[src/rtl/ysyx_23060203_scoreboard_pkg.sv]
// Shared definitions for the register-hazard scoreboard.
//   sb_entry_t        : one in-flight instruction record {valid, rd}
//   SB_DEPTH_DEFAULT  : default number of in-flight instructions tracked
package ysyx_23060203_scoreboard_pkg;

   localparam int unsigned SB_DEPTH_DEFAULT = 4;

   typedef struct packed {
      logic       valid;
      logic [4:0] rd;
   } sb_entry_t;

endpackage

[src/rtl/ysyx_23060203_sb_match.sv]
// DEPTH-way destination comparator: flags when any valid, non-excluded entry
// writes the queried source register. Register 0 never matches.
// Ports:
//   entries : queue contents (packed, one sb_entry_t per slot)
//   exclude : per-slot mask of entries to ignore this cycle
//   rs      : source register being checked
//   busy    : a pending write to rs exists
module ysyx_23060203_sb_match
   import ysyx_23060203_scoreboard_pkg::*;
#(
   parameter int unsigned DEPTH = SB_DEPTH_DEFAULT
) (
   input  sb_entry_t [DEPTH-1:0] entries,
   input  logic      [DEPTH-1:0] exclude,
   input  logic      [4:0]       rs,
   output logic                  busy
);

   always_comb begin
      busy = 1'b0;
      for (int i = 0; i < DEPTH; i++) begin
         if (entries[i].valid && !exclude[i] && (entries[i].rd == rs)) begin
            busy = 1'b1;
         end
      end
      // rd=0 entries (stores, branches) are recorded but never a hazard.
      busy = busy & (rs != 5'd0);
   end

endmodule

[src/rtl/ysyx_23060203_scoreboard.sv]
// In-order register-hazard scoreboard between decode and writeback.
// Every accepted issue pushes its rd (rd=0 included) into an age-ordered
// circular queue; every writeback retires the head. Decode's rs1/rs2 are
// compared against all in-flight rds to raise busy/hazard.
// Optional feature macro: YSYX_23060203_SB_WB_BYPASS_EN -- when defined, the
// head entry being correctly retired this cycle no longer counts as busy.
// Ports:
//   clock, reset          : core clock, async active-high reset
//   issue_fire, issue_rd  : decode->EXU handshake and its destination
//   issue_ready           : queue can take an issue this cycle
//   q_rs1, q_rs2          : decode's current sources
//   rs1_busy, rs2_busy    : pending write to the matching source
//   hazard                : rs1_busy | rs2_busy
//   wb_valid, wb_rd       : oldest instruction retires, with its rd
//   count, empty, full    : occupancy
//   err                   : sticky protocol error
module ysyx_23060203_scoreboard
   import ysyx_23060203_scoreboard_pkg::*;
#(
   parameter int unsigned DEPTH = SB_DEPTH_DEFAULT,
   parameter int unsigned PTR_W = $clog2(DEPTH)
) (
   input  logic           clock,
   input  logic           reset,
   input  logic           issue_fire,
   input  logic [4:0]     issue_rd,
   output logic           issue_ready,
   input  logic [4:0]     q_rs1,
   input  logic [4:0]     q_rs2,
   output logic           rs1_busy,
   output logic           rs2_busy,
   output logic           hazard,
   input  logic           wb_valid,
   input  logic [4:0]     wb_rd,
   output logic [PTR_W:0] count,
   output logic           empty,
   output logic           full,
   output logic           err
);

   localparam logic [PTR_W:0]   FULL_COUNT = (PTR_W + 1)'(DEPTH);
   localparam logic [PTR_W-1:0] PTR_ONE    = PTR_W'(1);
   localparam logic [PTR_W:0]   CNT_ONE    = (PTR_W + 1)'(1);

   sb_entry_t [DEPTH-1:0] entries_q, entries_d;
   logic [PTR_W-1:0]      head_q, head_d;
   logic [PTR_W-1:0]      tail_q, tail_d;
   logic [PTR_W:0]        count_q, count_d;
   logic                  err_q, err_d;
   logic                  push, pop, head_match;
   logic [DEPTH-1:0]      wb_exclude;

   assign empty       = (count_q == '0);
   assign full        = (count_q == FULL_COUNT);
   // A pop frees a slot in the same cycle, so a full queue still accepts.
   assign issue_ready = ~full | wb_valid;
   assign count       = count_q;
   assign err         = err_q;

   assign push       = issue_fire & issue_ready;
   assign pop        = wb_valid & ~empty;
   assign head_match = (entries_q[head_q].rd == wb_rd);

   always_comb begin
      entries_d = entries_q;
      head_d    = head_q;
      tail_d    = tail_q;
      count_d   = count_q;
      err_d     = err_q | (issue_fire & ~issue_ready) | (wb_valid & empty)
                        | (pop & ~head_match);
      // Pop before push: when full, head==tail and the push reuses the slot.
      if (pop) begin
         entries_d[head_q].valid = 1'b0;
         head_d = head_q + PTR_ONE;
      end
      if (push) begin
         entries_d[tail_q] = '{valid: 1'b1, rd: issue_rd};
         tail_d = tail_q + PTR_ONE;
      end
      case ({push, pop})
         2'b10:   count_d = count_q + CNT_ONE;
         2'b01:   count_d = count_q - CNT_ONE;
         default: count_d = count_q;
      endcase
   end

`ifdef YSYX_23060203_SB_WB_BYPASS_EN
   // The retiring head is readable through the regfile write-through path.
   always_comb begin
      wb_exclude = '0;
      if (pop && head_match) begin
         wb_exclude[head_q] = 1'b1;
      end
   end
`else
   assign wb_exclude = '0;
`endif

   always_ff @(posedge clock or posedge reset) begin
      if (reset) begin
         entries_q <= '0;
         head_q    <= '0;
         tail_q    <= '0;
         count_q   <= '0;
         err_q     <= 1'b0;
      end else begin
         entries_q <= entries_d;
         head_q    <= head_d;
         tail_q    <= tail_d;
         count_q   <= count_d;
         err_q     <= err_d;
      end
   end

   ysyx_23060203_sb_match #(
      .DEPTH (DEPTH)
   ) u_match_rs1 (
      .entries (entries_q),
      .exclude (wb_exclude),
      .rs      (q_rs1),
      .busy    (rs1_busy)
   );

   ysyx_23060203_sb_match #(
      .DEPTH (DEPTH)
   ) u_match_rs2 (
      .entries (entries_q),
      .exclude (wb_exclude),
      .rs      (q_rs2),
      .busy    (rs2_busy)
   );

   assign hazard = rs1_busy | rs2_busy;

endmodule

[config.mk]
export PLATFORM = sky130hd
export DESIGN_NAME = ysyx_23060203_scoreboard
export DESIGN_NICKNAME = d
export VERILOG_FILES = /design/src/rtl/ysyx_23060203_scoreboard_pkg.sv /design/src/rtl/ysyx_23060203_sb_match.sv /design/src/rtl/ysyx_23060203_scoreboard.sv
export SDC_FILE = /design/constraint.sdc
export NUM_CORES = 1
export LEC_CHECK = 0
export ABC_CLOCK_PERIOD_IN_PS = 2050
export BUFFER_PORTS_ARGS = -buffer_cell sky130_fd_sc_hd__buf_2
export CAP_MARGIN = 10
export CORE_ASPECT_RATIO = 1.5
export CORE_UTILIZATION = 51
export DETAILED_ROUTE_END_ITERATION = 10
export PLACE_DENSITY = 0.76
export REMOVE_ABC_BUFFERS = 1
export SETUP_SLACK_MARGIN = 0.1
export SYNTH_ARGS = -nofsm -noshare
export SYNTH_HDL_FRONTEND = slang
export SYNTH_SLANG_ARGS = --single-unit
export TNS_END_PERCENT = 5
[constraint.sdc]
create_clock -name clock -period 2.05 [get_ports clock]
set_clock_uncertainty 0.05 [all_clocks]
set_input_delay 0.205 -clock clock [delete_from_list [all_inputs] [get_ports clock]]
set_output_delay 0.205 -clock clock [all_outputs]
set_load 0.02 [all_outputs]
==> reports/metrics.yaml <==
track_usage: 0.240
pwr-share-seq: 0.341
end_kind: "output port"
maxSlewHeadroom: 0.732
grt_max_degree: 33
die_w_um: 54.9
setup_viol: 1
worst_path_largest_cell_delay_ns: 0.44
cts-root-buf: "clkbuf_8"
timing.rr.end: "count[2]"
vdd_drop_max_mv: 1.03
drt_iter0_markers: 34
swShare: 0.405
synth_seq_cells: 32
area_delta_synth_final_pct: 22.6
hold_viol: 0
cp-start-kind: "flop"
fin_nets: 278
drc: 0
post-route-util: 0.658
wirelength_um: 4960
placement_rows: 28
whs_path_depth: 3
crit_arrival_ns: 1.85
rrSetupSlack_ns: 0.02
switchingPower_mw: 1.59
cpMaxStageDelayCell: "dfrtp_2"
power_leakage_nw: 1.20
crit_type: "reg2out"
power.density_mw_per_mm2: 1500
antenna_found_initial: 0
min_to: "err"
p_int_mw: 2.34
gp_congestion: 0.925
vias_per_cell: 5.52
power_mw: 3.94
drv_cap: 0
p_clk_frac: 0.114
yosysSeqAreaShare: 0.374
ys_warn_count: 0
vias: 1596
coreArea_mm2: 0.00399
antenna_left: 0
clock_latency_ns: 0.28
async_reset_ff_frac: 1.00
die-area_mm2: 0.00447
r2r_cells: 10
clockBufferDepth: 2
yosysTopAreaCellShare: 0.374
crit_required_ns: 1.79
period_share: 1.03
tightestPinTransition_ns: 0.402
diodes: 0
finalWorstSetupSlack_ns: -0.0526
synth_top_area_cell: "dfrtp_1"
violations: "setup timing"
max_freq_mhz: 476
syn_area_per_cell_um2: 10.9
clk_pin_slew_ns: 0.06
htree_levels: 2
cts.sinks: 32
grt_pass1_wl_um: 7290
cts_buffers: 5
synth_cells: 197
dp_hpwl_um: 3610
grt-ovfl-total: 0
crit_chain: "xor2_1 -> nor4_1 -> nand3_1 -> and4_1 -> o22ai_1 -> buf_4"
status: "finished, violations left"
num_io_pins: 34
maxSlewViolCount: 0
yosys_most_used_dff: "dfrtp_1"
die_h_um: 81.4
drt-wirelength-per-cell_um: 17.1
p_comb_frac: 0.545
rsz0062_at_grt: "true"
hold_class: "in2reg"
r2r-start: "count[0]"
crit_fanout: 4
drive_above_1_share: 0.410
portBuffers: 33
synth_edf_count: 0
min_from: "issue_fire"
synth_area_leaders: "dfrtp_1, xor2_1, mux2_2"
synthesis.area_mm2: 0.00214
drt_first_pass_iters: 4
cts_tree: "built"
yosysUniqueCellTypes: 28
cp_top_family: "simple AND/OR/NAND/NOR gates"
grt_pass1_vias: 1511
min_period_ns: 2.10
start_util: 0.536
critPathBufInv: 1
## per-stage QoR
| step | instance area [um^2] | hold slack (ns) | cells | setup slack, ns | setup TNS, ns |
|---|---|---|---|---|---|
| final | 2630 | 0.121 | 289 | -0.0526 | -0.0526 |
| after floorplan | 2080 | 0.271 | 184 | -0.619 | -3.25 |
| after global routing | 2630 | 0.127 | 289 | -0.169 | -0.522 |
| after global placement | 2410 | 0.249 | 275 | 0.0786 | 0 |
| after CTS | 2540 | 0.114 | 286 | -0.0356 | -0.0356 |
| after detailed placement | 2410 | 0.266 | 275 | 0.0227 | 0 |
## metal layers
layer / global-route usage / up-vias / share of wire
met4: 0.130 / 0 / 0.026
met3: 0.0468 / 11 / 0.032
met1: 0.297 / 782 / 0.41
met5: 0 / - / 0
met2: 0.382 / 44 / 0.53
li1: - / 759 / -
## tightest hold or removal path, stage by stage
cell	delay, ns
buf_2	0.09
a31oi_1	0.08
nand2_1	0.05
## layout make-up
class,instances,area (um^2)
Fill cell,321,1370
Multi-Input combinational cell,137,1290
Sequential cell,32,807
Timing Repair Buffer,53,342
Clock buffer,6,72.6
Inverter,15,56.3
Tap cell,45,56.3
Clock inverter,1,5.00
## synth_stat cells (4+ instances only)
cell and n:
nor4_1 8, mux2_2 20, mux4_1 5, inv_1 15, ha_1 9, xnor2_1 15, nor2_1 5, nand3_1 8
xor2_1 35, nand2_2 4, o21ai_0 6, clkbuf_1 10, dfrtp_1 32, nand2_1 8
## registers in the layout, summed over array words and instances, names as in the netlist
register   flops
err            1
count          3
entries_q     24
head_q         2
tail_q         2
## how the worst max path moves through the flow
stage	start	endpoint	slack, ns	cells past startpoint
3_5_place_dp	count[0]	count[2]	0.02	10
4_1_cts	entries_q[19]	hazard	-0.04	6
6_report	entries_q[13]	hazard	-0.05	6
3_3_place_gp	count[0]	count[2]	0.08	10
2_1_floorplan	count[0]	count[2]	-0.62	10
5_1_grt	entries_q[13]	hazard	-0.17	6
## power by group through the flow
stage | clock (mW) | combinational, mW | sequential (mW)
global placement | 0 | 1.87 | 1.32
CTS | 0.460 | 2.02 | 1.31
floorplan | 0 | 1.27 | 1.31
detailed placement | 0 | 1.90 | 1.34
finish | 0.449 | 2.15 | 1.34
global route | 0.491 | 2.32 | 1.38
## timing repair
item,in CTS,in global routing
endpoints found under the setup margin,6,6
gates resized for setup,7,14
pin swaps,21,16
endpoints found under the hold margin,32,0
setup buffers,3,3
hold buffers,1,0
## kinds of logic (layout without fill, tap and decap cells)
| logic type | after synthesis | count (layout) | synth area share |
|---|---|---|---|
| muxes | 26 | 26 | 0.171 |
| buffers and inverters | 28 | 75 | 0.0567 |
| DFF | 32 | 32 | 0.374 |
| AOI/OAI and AO/OA | 9 | 9 | 0.0234 |
| and+or+nand+nor | 42 | 42 | 0.109 |
| adders and majority gates | 10 | 10 | 0.0619 |
| xor gates and xnor gates | 50 | 50 | 0.204 |
## cells in the final DEF (no fill, tap or decap), types with 2 or more instances in the layout
cell and count:
and4_1 2, o21ai_0 6, xor2_1 33, mux2_2 20, buf_4 20, dfrtp_1 27
mux4_1 4, nand2_2 4, or4_1 2, clkbuf_8 5, nor4_2 7, ha_1 9
xnor2_1 15, nand2_1 8, inv_1 15, nor2_1 5, dfrtp_2 5, xor2_2 2
nand3_1 8, buf_2 30
Power figures use the tool's default switching activity.
